===== config.mk =====
export PLATFORM = sky130hd
export DESIGN_NAME = bp_be_dcache_lce_req_mshr
export DESIGN_NICKNAME = d
export VERILOG_FILES = /design/src/rtl/bp_be_dcache_lce_req_mshr.sv
export SDC_FILE = /design/constraint.sdc
export NUM_CORES = 1
export LEC_CHECK = 0
export CAP_MARGIN = 10
export CORE_ASPECT_RATIO = 0.7
export CORE_MARGIN = 1.5
export CORE_UTILIZATION = 38
export DETAILED_ROUTE_END_ITERATION = 16
export PLACE_DENSITY = 0.88
export SYNTH_ARGS = -nofsm -noshare
export SYNTH_HDL_FRONTEND = slang
export SYNTH_SLANG_ARGS = --single-unit

===== constraint.sdc =====
create_clock -name clk_i -period 3.9 [get_ports clk_i]
set_clock_uncertainty 0.1 [all_clocks]
set_input_delay 0.975 -clock clk_i [delete_from_list [all_inputs] [get_ports clk_i]]
set_output_delay 0.975 -clock clk_i [all_outputs]
set_load 0.02 [all_outputs]

===== src/rtl/bp_be_dcache_lce_req_mshr.sv =====
// rtl/bp_be_dcache_lce_req_mshr.sv - D$ LCE request MSHR file: miss tracking, request/ack generation, uc store credits
package bp_be_dcache_lce_req_mshr_pkg;

    typedef enum logic [1:0] {e_bp_inv_cfg, e_bp_single_cce_cfg} bp_params_e;

    localparam int paddr_width_p  = 40;
    localparam int lce_id_width_p = 4;
    localparam int cce_id_width_p = 4;
    localparam int dword_width_p  = 64;
    localparam int lce_assoc_p    = 8;
    localparam int way_w          = $clog2(lce_assoc_p);
    localparam int block_offset_w = 6;

    typedef enum logic [1:0] {e_miss_load, e_miss_store, e_uc_load, e_uc_store} dcache_req_type_e;

    typedef struct packed {
        dcache_req_type_e           msg_type;
        logic [paddr_width_p-1:0]   addr;
        logic [1:0]                 size;
        logic [dword_width_p-1:0]   data;
    } dcache_req_s;

    typedef struct packed {
        logic [way_w-1:0] repl_way;
        logic             dirty;
    } dcache_req_metadata_s;

    typedef enum logic [2:0] {
        e_lce_req_type_rd, e_lce_req_type_wr, e_lce_req_type_uc_rd, e_lce_req_type_uc_wr
    } lce_req_type_e;

    typedef enum logic {e_lce_req_excl, e_lce_req_not_excl} lce_req_non_excl_e;

    typedef struct packed {
        logic [cce_id_width_p-1:0]  dst_id;
        logic [lce_id_width_p-1:0]  src_id;
        lce_req_type_e              msg_type;
        lce_req_non_excl_e          non_exclusive;
        logic [way_w-1:0]           lru_way_id;
        logic                       lru_dirty;
        logic [1:0]                 uc_size;
        logic [paddr_width_p-1:0]   addr;
        logic [dword_width_p-1:0]   data;
    } lce_req_s;

    typedef enum logic [2:0] {
        e_lce_cce_sync_ack, e_lce_cce_inv_ack, e_lce_cce_tr_ack, e_lce_cce_coh_ack
    } lce_resp_type_e;

    typedef struct packed {
        logic [cce_id_width_p-1:0]  dst_id;
        logic [lce_id_width_p-1:0]  src_id;
        lce_resp_type_e             msg_type;
        logic [paddr_width_p-1:0]   addr;
    } lce_resp_s;

    localparam int dcache_req_width_lp          = $bits(dcache_req_s);
    localparam int dcache_req_metadata_width_lp = $bits(dcache_req_metadata_s);
    localparam int lce_cce_req_width_lp         = $bits(lce_req_s);
    localparam int lce_cce_resp_width_lp        = $bits(lce_resp_s);

    // The default config has two CCEs interleaved on the lowest block-address bit
    function automatic logic [cce_id_width_p-1:0] cce_of_block(input bp_params_e cfg, input logic blk_lsb);
        return (cfg == e_bp_inv_cfg) ? {{(cce_id_width_p-1){1'b0}}, blk_lsb} : '0;
    endfunction

endpackage

module bp_be_dcache_lce_req_mshr
    import bp_be_dcache_lce_req_mshr_pkg::*;
#(
    parameter bp_params_e bp_params_p         = e_bp_inv_cfg,
    parameter int         num_mshr_p          = 2,
    parameter int         uc_credits_p        = 4,
    parameter int         timeout_max_limit_p = 4,
    localparam int        mid_w               = (num_mshr_p > 1) ? $clog2(num_mshr_p) : 1
)(
    input  logic                                    clk_i,
    input  logic                                    reset_i,
    input  logic [lce_id_width_p-1:0]               lce_id_i,
    input  logic [dcache_req_width_lp-1:0]          cache_req_i,
    input  logic                                    cache_req_v_i,
    output logic                                    cache_req_ready_o,
    input  logic [dcache_req_metadata_width_lp-1:0] cache_req_metadata_i,
    input  logic                                    cache_req_metadata_v_i,
    input  logic                                    data_received_v_i,
    input  logic [mid_w-1:0]                        data_received_id_i,
    input  logic                                    set_tag_wakeup_v_i,
    input  logic [mid_w-1:0]                        set_tag_wakeup_id_i,
    input  logic                                    uncached_data_v_i,
    input  logic [mid_w-1:0]                        uncached_data_id_i,
    input  logic                                    uc_store_done_i,
    input  logic                                    coherence_blocked_i,
    input  logic                                    cmd_ready_i,
    output logic [lce_cce_req_width_lp-1:0]         lce_req_o,
    output logic                                    lce_req_v_o,
    input  logic                                    lce_req_ready_i,
    output logic [lce_cce_resp_width_lp-1:0]        lce_resp_o,
    output logic                                    lce_resp_v_o,
    input  logic                                    lce_resp_yumi_i,
    output logic [num_mshr_p-1:0]                   mshr_busy_o
);

    localparam int to_w = $clog2(timeout_max_limit_p + 1);

    typedef enum logic [1:0] {e_free, e_send, e_sleep, e_ack} mshr_state_e;
    typedef enum logic [1:0] {e_kind_rd, e_kind_wr, e_kind_uc_rd} mshr_kind_e;

    mshr_state_e                r_state  [num_mshr_p];
    mshr_kind_e                 r_kind   [num_mshr_p];
    logic [paddr_width_p-1:0]   r_addr   [num_mshr_p];
    logic [1:0]                 r_size   [num_mshr_p];
    logic                       r_meta_v [num_mshr_p];
    logic [way_w-1:0]           r_way    [num_mshr_p];
    logic                       r_dirty  [num_mshr_p];
    logic                       r_meta_pending;
    logic [mid_w-1:0]           r_meta_id;
    logic [3:0]                 r_uc_cnt;
    logic [mid_w-1:0]           r_rr_ptr;
    logic [to_w-1:0]            r_to_cnt;

    dcache_req_s                w_req_in;
    dcache_req_metadata_s       w_meta_in;
    lce_req_s                   w_req;
    lce_resp_s                  w_resp;
    logic [num_mshr_p-1:0]      w_cand;
    logic                       w_any_free, w_cand_any, w_ack_any, w_timeout;
    logic [mid_w-1:0]           w_free_id, w_send_id, w_ack_id;
    logic                       w_accept, w_uc_st, w_alloc, w_cached, w_send_fire;

    assign w_req_in  = dcache_req_s'(cache_req_i);
    assign w_meta_in = dcache_req_metadata_s'(cache_req_metadata_i);
    assign w_timeout = (r_to_cnt == to_w'(timeout_max_limit_p));

    always_comb begin
        w_any_free  = 1'b0;
        w_free_id   = '0;
        w_ack_any   = 1'b0;
        w_ack_id    = '0;
        w_cand      = '0;
        mshr_busy_o = '0;
        for (int i = num_mshr_p - 1; i >= 0; i--) begin
            mshr_busy_o[i] = (r_state[i] != e_free);
            w_cand[i]      = (r_state[i] == e_send) && (r_meta_v[i] || r_kind[i] == e_kind_uc_rd);
            if (r_state[i] == e_free) begin
                w_any_free = 1'b1;
                w_free_id  = mid_w'(i);
            end
            if (r_state[i] == e_ack) begin
                w_ack_any = 1'b1;
                w_ack_id  = mid_w'(i);
            end
        end
    end

    // Round-robin: the candidate closest at or after the pointer wins
    always_comb begin
        w_cand_any = 1'b0;
        w_send_id  = '0;
        for (int k = num_mshr_p - 1; k >= 0; k--) begin
            if (w_cand[(int'(r_rr_ptr) + k) % num_mshr_p]) begin
                w_cand_any = 1'b1;
                w_send_id  = mid_w'((int'(r_rr_ptr) + k) % num_mshr_p);
            end
        end
    end

    assign cache_req_ready_o = cmd_ready_i & lce_req_ready_i & ~w_timeout & ~r_meta_pending
                             & w_any_free & (r_uc_cnt < 4'(uc_credits_p));
    assign w_accept    = cache_req_v_i & cache_req_ready_o;
    assign w_uc_st     = w_accept & (w_req_in.msg_type == e_uc_store);
    assign w_alloc     = w_accept & (w_req_in.msg_type != e_uc_store);
    assign w_cached    = w_alloc & (w_req_in.msg_type != e_uc_load);
    assign w_send_fire = lce_req_ready_i & ~w_uc_st & w_cand_any;
    assign lce_req_v_o = ~reset_i & (w_uc_st | w_send_fire);

    always_comb begin
        w_req               = '0;
        w_req.src_id        = lce_id_i;
        w_req.non_exclusive = e_lce_req_excl;
        if (w_uc_st) begin
            w_req.dst_id   = cce_of_block(bp_params_p, w_req_in.addr[block_offset_w]);
            w_req.msg_type = e_lce_req_type_uc_wr;
            w_req.addr     = w_req_in.addr;
            w_req.uc_size  = w_req_in.size;
            w_req.data     = w_req_in.data;
        end else begin
            w_req.dst_id = cce_of_block(bp_params_p, r_addr[w_send_id][block_offset_w]);
            w_req.addr   = r_addr[w_send_id];
            case (r_kind[w_send_id])
                e_kind_uc_rd: begin
                    w_req.msg_type = e_lce_req_type_uc_rd;
                    w_req.uc_size  = r_size[w_send_id];
                end
                e_kind_wr: begin
                    w_req.msg_type   = e_lce_req_type_wr;
                    w_req.lru_way_id = r_way[w_send_id];
                    w_req.lru_dirty  = r_dirty[w_send_id];
                end
                default: begin
                    w_req.msg_type   = e_lce_req_type_rd;
                    w_req.lru_way_id = r_way[w_send_id];
                    w_req.lru_dirty  = r_dirty[w_send_id];
                end
            endcase
        end
    end

    always_comb begin
        w_resp          = '0;
        w_resp.dst_id   = cce_of_block(bp_params_p, r_addr[w_ack_id][block_offset_w]);
        w_resp.src_id   = lce_id_i;
        w_resp.msg_type = e_lce_cce_coh_ack;
        w_resp.addr     = r_addr[w_ack_id];
    end

    assign lce_req_o    = w_req;
    assign lce_resp_o   = w_resp;
    assign lce_resp_v_o = w_ack_any;

    always_ff @(posedge clk_i or posedge reset_i) begin
        if (reset_i) begin
            for (int i = 0; i < num_mshr_p; i++) begin
                r_state[i]  <= e_free;
                r_kind[i]   <= e_kind_rd;
                r_addr[i]   <= '0;
                r_size[i]   <= '0;
                r_meta_v[i] <= 1'b0;
                r_way[i]    <= '0;
                r_dirty[i]  <= 1'b0;
            end
            r_meta_pending <= 1'b0;
            r_meta_id      <= '0;
            r_uc_cnt       <= '0;
            r_rr_ptr       <= '0;
            r_to_cnt       <= '0;
        end else begin
            for (int i = 0; i < num_mshr_p; i++) begin
                case (r_state[i])
                    e_free: if (w_alloc && w_free_id == mid_w'(i)) begin
                        r_state[i]  <= e_send;
                        r_addr[i]   <= w_req_in.addr;
                        r_size[i]   <= w_req_in.size;
                        r_kind[i]   <= (w_req_in.msg_type == e_miss_store) ? e_kind_wr
                                     : (w_req_in.msg_type == e_uc_load)    ? e_kind_uc_rd : e_kind_rd;
                        r_meta_v[i] <= w_cached & cache_req_metadata_v_i;
                        r_way[i]    <= w_meta_in.repl_way;
                        r_dirty[i]  <= w_meta_in.dirty;
                    end
                    e_send: if (w_send_fire && w_send_id == mid_w'(i)) r_state[i] <= e_sleep;
                    e_sleep: begin
                        if ((data_received_v_i && data_received_id_i == mid_w'(i))
                            || (set_tag_wakeup_v_i && set_tag_wakeup_id_i == mid_w'(i)))
                            r_state[i] <= e_ack;
                        else if (uncached_data_v_i && uncached_data_id_i == mid_w'(i))
                            r_state[i] <= e_free;
                    end
                    e_ack: if (lce_resp_yumi_i && w_ack_id == mid_w'(i)) r_state[i] <= e_free;
                    default: r_state[i] <= e_free;
                endcase
                if (r_meta_pending && cache_req_metadata_v_i && r_meta_id == mid_w'(i)) begin
                    r_meta_v[i] <= 1'b1;
                    r_way[i]    <= w_meta_in.repl_way;
                    r_dirty[i]  <= w_meta_in.dirty;
                end
            end

            if (w_cached && !cache_req_metadata_v_i) begin
                r_meta_pending <= 1'b1;
                r_meta_id      <= w_free_id;
            end else if (r_meta_pending && cache_req_metadata_v_i) begin
                r_meta_pending <= 1'b0;
            end

            if (w_send_fire)
                r_rr_ptr <= (w_send_id == mid_w'(num_mshr_p - 1)) ? '0 : w_send_id + mid_w'(1);

            if (w_uc_st && !uc_store_done_i) begin
                r_uc_cnt <= r_uc_cnt + 4'd1;
            end else if (!w_uc_st && uc_store_done_i) begin
                assert (r_uc_cnt != 4'd0) else $error("uc_store_done_i with no uncached store in flight");
                if (r_uc_cnt != 4'd0) r_uc_cnt <= r_uc_cnt - 4'd1;
            end

            if (!coherence_blocked_i) r_to_cnt <= '0;
            else if (!w_timeout)      r_to_cnt <= r_to_cnt + to_w'(1);

            // Stray wakeups are dropped; the state update above already ignores them
            if (data_received_v_i)
                assert (r_state[data_received_id_i] == e_sleep)
                    else $warning("data_received for MSHR %0d not sleeping; ignored", data_received_id_i);
            if (set_tag_wakeup_v_i)
                assert (r_state[set_tag_wakeup_id_i] == e_sleep)
                    else $warning("set_tag_wakeup for MSHR %0d not sleeping; ignored", set_tag_wakeup_id_i);
            if (uncached_data_v_i)
                assert (r_state[uncached_data_id_i] == e_sleep)
                    else $warning("uncached_data for MSHR %0d not sleeping; ignored", uncached_data_id_i);
        end
    end

endmodule


======== Word-level counts from Yosys, hierarchy flattened ========
Cells that the tools add are included.
word-level totals
  output and inout bits ................... 178
  register bits after elaboration ......... 112
  logic and storage cells ................. 209
  input port bits ......................... 131
operators by class
  mux-type cells .......................... 81
  magnitude comparators ................... 5
  equal/unequal tests ..................... 25
  $add $sub $neg .......................... 5
  bitwise operators ....................... 28
  reduce and logical (&&, ||, !) cells .... 46
operator list
  operator                                                   count
  2-to-1 mux 40 bit                                          6
  2-to-1 mux 64 bit                                          1
  2-to-1 mux 42 bit                                          1
  2-to-1 mux 2 bit                                           19
  2-to-1 mux 3 bit                                           12
  2-to-1 mux 1 bit                                           34
  logical AND 1 bit                                          20
  2-to-1 mux 4 bit                                           5
  == test 2 bit (second input constant)                      9
  nonzero test 2 bit                                         9
  case mux 2 bit (4 select lines)                            2
  bitwise AND 1 bit                                          13
  != test 2 x 1 -> 1 bit (second input constant)             6
  NOT 1 bit                                                  11
  AND reduction 2 bit                                        5
  == test 2 x 1 -> 1 bit (second input constant)             4
  AND reduction 4 bit                                        2
  != test 2 bit (second input constant)                      3
  != test 3 bit (second input constant)                      2
  adder 4 x 1 -> 4 bit (second input constant)               1
  greater-or-equal comparator 2 bit (second input constant)  2
  logical NOT 2 bit                                          2
  logical OR 1 bit                                           4
  < comparator 4 x 3 -> 1 bit (second input constant)        1
  12 further kinds                                           16

======== Logic depth before layout (Yosys ltp) ========
  depth in word-level cells ............... 15
  mapped depth ............................ 16
  mapped depth without buffers ............ 14

======== Least setup slack after synthesis ========
No wires, ideal clock.
  path type ............................... input port to output port
  from .................................... input cmd_ready_i
  to ...................................... output lce_req_o[118]
  data arrival time ....................... 2571 ps
  setup slack ............................. 254 ps
  cell stages on the path ................. 9
  data required time ...................... 2825 ps
  buffers on the path ..................... 3
  cell sequence ........................... nor2b_4 nand4_4 or3_4 clkinv_4 buf_6 buf_4 nand2_1 o21ai_0 buf_4
on the way
  longest elaborated chain between the ends .. 8
ends and longest elaborated chain
  what                            line  source
  start, declared                 94    input logic cmd_ready_i,
  bitwise AND 1 bit (3 in a row)  168   assign cache_req_ready_o = cmd_ready_i & lce_req_ready_i & ~w_timeout & ~r_meta_pending
  bitwise AND 1 bit (2 in a row)  169   & w_any_free & (r_uc_cnt < 4'(uc_credits_p));
  bitwise AND 1 bit               170   assign w_accept = cache_req_v_i & cache_req_ready_o;
  bitwise AND 1 bit               171   assign w_uc_st = w_accept & (w_req_in.msg_type == e_uc_store);
  2-to-1 mux 1 bit                181   if (w_uc_st) begin
  end, declared                   95    output logic [lce_cce_req_width_lp-1:0] lce_req_o,
No other way between the ends.

======== Worst setup path in the final report ========
  from .................................... input cache_req_v_i
  to ...................................... output lce_req_o[107]
on the way
  longest elaborated chain between the ends .. 3
ends and longest elaborated chain
  what               line  source
  start, declared    82    input logic cache_req_v_i,
  bitwise AND 1 bit  170
  bitwise AND 1 bit  171
  2-to-1 mux 4 bit   181
No other way between the ends.

==> impl_metrics.json <==
{
  "synth_compound_area_frac": 0.0827,
  "synth_xor_xnor_area_share": 0.00519,
  "netlist_instances": 813,
  "drt_iter0_markers": 406,
  "holdCritPathClass": "register to register",
  "drtAntennaViolNets": 0,
  "floorplan.rows": 40,
  "antenna_found_initial": 0,
  "via_per_inst": 4.95,
  "powerDensity_nw_per_um2": 620,
  "globalRoute.totalOverflow": 0,
  "critical_path.endpoint_type": "output port",
  "cts.path.max_buffers": 2,
  "floorplan.die_area_um2": 18600,
  "reg2reg_to": "r_uc_cnt[3]",
  "synth_top_cell_area_share": 0.415,
  "final.fill_count": 1502,
  "clock_tree.root_cell": "sky130_fd_sc_hd__clkbuf_16",
  "status": "complete, no violations",
  "worstSetupPathType": "input pin to output port",
  "post_synth_num_cell_types": 52,
  "yosys-mux-area-fraction": 0.139,
  "numCtsBuffers": 9,
  "instances_no_fill": 1327,
  "cell_depth_of_the_worst_min_delay_path": 2,
  "coreArea_um2": 17300,
  "synth-seq-area-share": 0.415,
  "cts.clk_slew.worst_paths_ns": 0.07,
  "syn2layout_area_growth_pct": 52.5,
  "worst-r2r-cell-count": 16,
  "synth_adder_area_share": 0.0122,
  "synthesis_stage_register_bit_count": 112,
  "slew_violations": 0,
  "critical_path.startpoint": "cache_req_v_i",
  "finalWeightedCongestion": 0.858,
  "initial_drt_pass_iterations": 6,
  "preCtsSetupSlack_ns": -0.455,
  "maximum_vdd_drop_mv": 0.350,
  "power.leakage_uw": 0.00491,
  "worst_pin_slew_ns": 0.712,
  "setup_tns_ns": 0,
  "synth-warning-count": 0,
  "timing.critical_path.required_ns": 2.82,
  "setup.reg_to_reg.worst_slack_ns": 0.71,
  "final.setup.worst_slack_ns": 0.0606,
  "hold_end": "r_size[1]",
  "die_w_um": 162,
  "detailroute.via_count": 6563,
  "clkSinkCount": 112,
  "fraction_of_registers_with_async_set_or_reset_after_synthesis": 1.00,
  "synthSimpleGateAreaFrac": 0.279,
  "drv_cap": 0,
  "crit_arrival_ns": 2.76,
  "placed_cells_incl_taps": 1301,
  "start_util": 0.391,
  "first_global_vias": 6325,
  "max_freq_mhz": 260,
  "design.portCount": 309,
  "global_route_wire_length_before_repair_um": 33200,
  "time_the_final_worst_path_needs_with_i_o_delays_and_setup_ns": 3.84,
  "holdCritStartpoint": "r_size[1]",
  "setup_repair_after_global_routing_missed_its_margin": "false",
  "finalCritPeriodShare": 0.984,
  "synth.largest_area_cell": "sky130_fd_sc_hd__dfrtp_1",
  "synth.avg_cell_area_um2": 8.30,
  "timing.critical_path.from_type": "input pin",
  "cts-htree-levels": 3,
  "mappedNetlistArea_um2": 6750,
  "finalHoldViolCount": 0,
  "remaining_drc_errors": 0,
  "critical_path.max_fanout": 5,
  "layout.cells.most_common": "sky130_fd_sc_hd__nand2_1",
  "antenna_cells": 0,
  "synth_top_family_by_area": "simple AND/OR/NAND/NOR gates",
  "port_buffers": 285,
  "most_instantiated_flip_flop_cell_in_the_synthesis_netlist": "sky130_fd_sc_hd__dfrtp_1",
  "grt_start_max_net_pins": 113,
  "regToRegStartpoint": "r_to_cnt[0]",
  "grt.total_usage": 0.228,
  "timing.slew.headroom": 0.521,
  "final_nets": 1228,
  "finalSetupViolCount": 0,
  "layout-drive-gt1-share": 0.214,
  "drt_wl_total_um": 22400,
  "mostFrequentLayoutCells": "322 x sky130_fd_sc_hd__nand2_1, 169 x sky130_fd_sc_hd__clkdlybuf4s50_1, 112 x sky130_fd_sc_hd__dfrtp_1",
  "die_h_um": 115,
  "worst_skew_pair.late_latency_ns": 0.35,
  "synth_top_cells_by_area": "sky130_fd_sc_hd__dfrtp_1 42%, sky130_fd_sc_hd__nand2_1 18%, sky130_fd_sc_hd__mux2_2 8.0%, sky130_fd_sc_hd__and2_1 6.1%, sky130_fd_sc_hd__mux2i_1 5.9%",
  "routed_wire_length_per_instance_um": 16.9,
  "dpl.hpwl_um": 15200,
  "cts.hold.buffers_added": 0,
  "tritoncts": "built",
  "synth_enable_flop_cells": 0
}
[critical path: stages]
cell                              delay, ns
sky130_fd_sc_hd__clkdlybuf4s50_1       0.43
sky130_fd_sc_hd__o21ai_1               0.13
sky130_fd_sc_hd__or3_4                 0.23
sky130_fd_sc_hd__inv_6                 0.07
sky130_fd_sc_hd__or3_4                 0.45
sky130_fd_sc_hd__a21oi_2               0.13
sky130_fd_sc_hd__dlygate4sd2_1         0.35
[flip-flops by register name, indices dropped and copies added (netlist names)]
name	cells
r_addr	80
r_uc_cnt	4
r_meta_id	1
r_meta_v	2
r_dirty	2
r_way	6
r_to_cnt	3
r_kind	4
r_state	4
r_meta_pending	1
r_size	4
r_rr_ptr	1
[logic make-up after synthesis]
group | Yosys count
AO/OA/AOI/OAI | 93
XOR/XNOR | 4
adder cells (fa/ha/maj) | 6
buffers and inverters | 81
flip-flops | 112
multiplexers | 88
other | 2
AND/OR/NAND/NOR | 427
[cell usage after synthesis (2+ instances only)]
cell / instances
sky130_fd_sc_hd__mux2_2: 48
sky130_fd_sc_hd__or3_1: 2
sky130_fd_sc_hd__a2bb2o_1: 2
sky130_fd_sc_hd__nor2b_1: 2
sky130_fd_sc_hd__nor2_2: 2
sky130_fd_sc_hd__dfrtp_1: 112
sky130_fd_sc_hd__buf_6: 2
sky130_fd_sc_hd__buf_2: 12
sky130_fd_sc_hd__a31oi_1: 3
sky130_fd_sc_hd__a21o_1: 2
sky130_fd_sc_hd__mux2i_1: 40
sky130_fd_sc_hd__a21oi_1: 9
sky130_fd_sc_hd__a22o_1: 2
sky130_fd_sc_hd__nor2_1: 6
sky130_fd_sc_hd__inv_1: 13
sky130_fd_sc_hd__nand3_1: 8
sky130_fd_sc_hd__nand2b_1: 2
sky130_fd_sc_hd__o21ai_0: 55
sky130_fd_sc_hd__a21oi_2: 4
sky130_fd_sc_hd__ha_1: 5
sky130_fd_sc_hd__conb_1: 2
sky130_fd_sc_hd__nor3_1: 4
sky130_fd_sc_hd__xnor2_1: 4
sky130_fd_sc_hd__buf_4: 27
sky130_fd_sc_hd__o22ai_1: 3
sky130_fd_sc_hd__clkbuf_1: 26
sky130_fd_sc_hd__nor3_2: 2
sky130_fd_sc_hd__and2_1: 66
sky130_fd_sc_hd__o21a_1: 2
sky130_fd_sc_hd__nand2_1: 323
sky130_fd_sc_hd__o22a_1: 2
[area by class of cell]
type,instances,area (um^2),share of cell area
Clock buffer,9,225,0.0219
Clock inverter,7,90.1,0.00875
Inverter,14,68.8,0.00669
Multi-Input combinational cell,629,3590,0.349
Sequential cell,112,2800,0.272
Tap cell,231,289,0.0281
Timing Repair Buffer,324,3220,0.312
Timing Repair inverter,1,8.76,0.000851
[power by group]
group	leakage, uW	switching, uW	internal, uW	total, uW
Sequential	0.00145	370	1620	1990
Combinational	0.00330	1890	1530	3420
Clock	0.000147	463	512	976
[stage by stage]
stage | hold WS [ns] | instance area, um^2 | util | power [uW]
after CTS | 0.379 | 10300 | 0.594 | 6470
final | 0.380 | 10300 | 0.596 | 6380
after detailed placement | 0.362 | 9890 | 0.573 | 5640
after global placement | 0.357 | 9890 | 0.573 | 5550
after global routing | 0.392 | 10300 | 0.596 | 6790
after floorplan | 0.338 | 6790 | - | 4020
[repair_timing]
action / 4_1_cts / 5_1_grt
pin swaps: 1 / 2
resized for setup: 385 / 44
buffers inserted: 0 / 3
setup endpoints to repair: 113 / 95
cloned: 1 / 6
[worst max path at each step]
stage | endpoint | slack (ns)
2_1_floorplan | lce_req_o[118] | 0.25
4_1_cts | lce_req_o[80] | -0.14
3_3_place_gp | lce_req_o[52] | -0.42
5_1_grt | lce_req_o[107] | 0.03
6_report | lce_req_o[107] | 0.06
3_5_place_dp | lce_req_o[85] | -0.45
[routing by layer]
layer  vias up  global-route usage  share of wire  wire [um]
met5         -                   0              0          0
met4         0              0.0581          0.013        286
met3        20              0.0612          0.079       1770
met2       246               0.395           0.50      11100
met1      3125               0.283           0.41       9250
li1       3172                   -              -          -
Power figures use the tool's default switching activity.
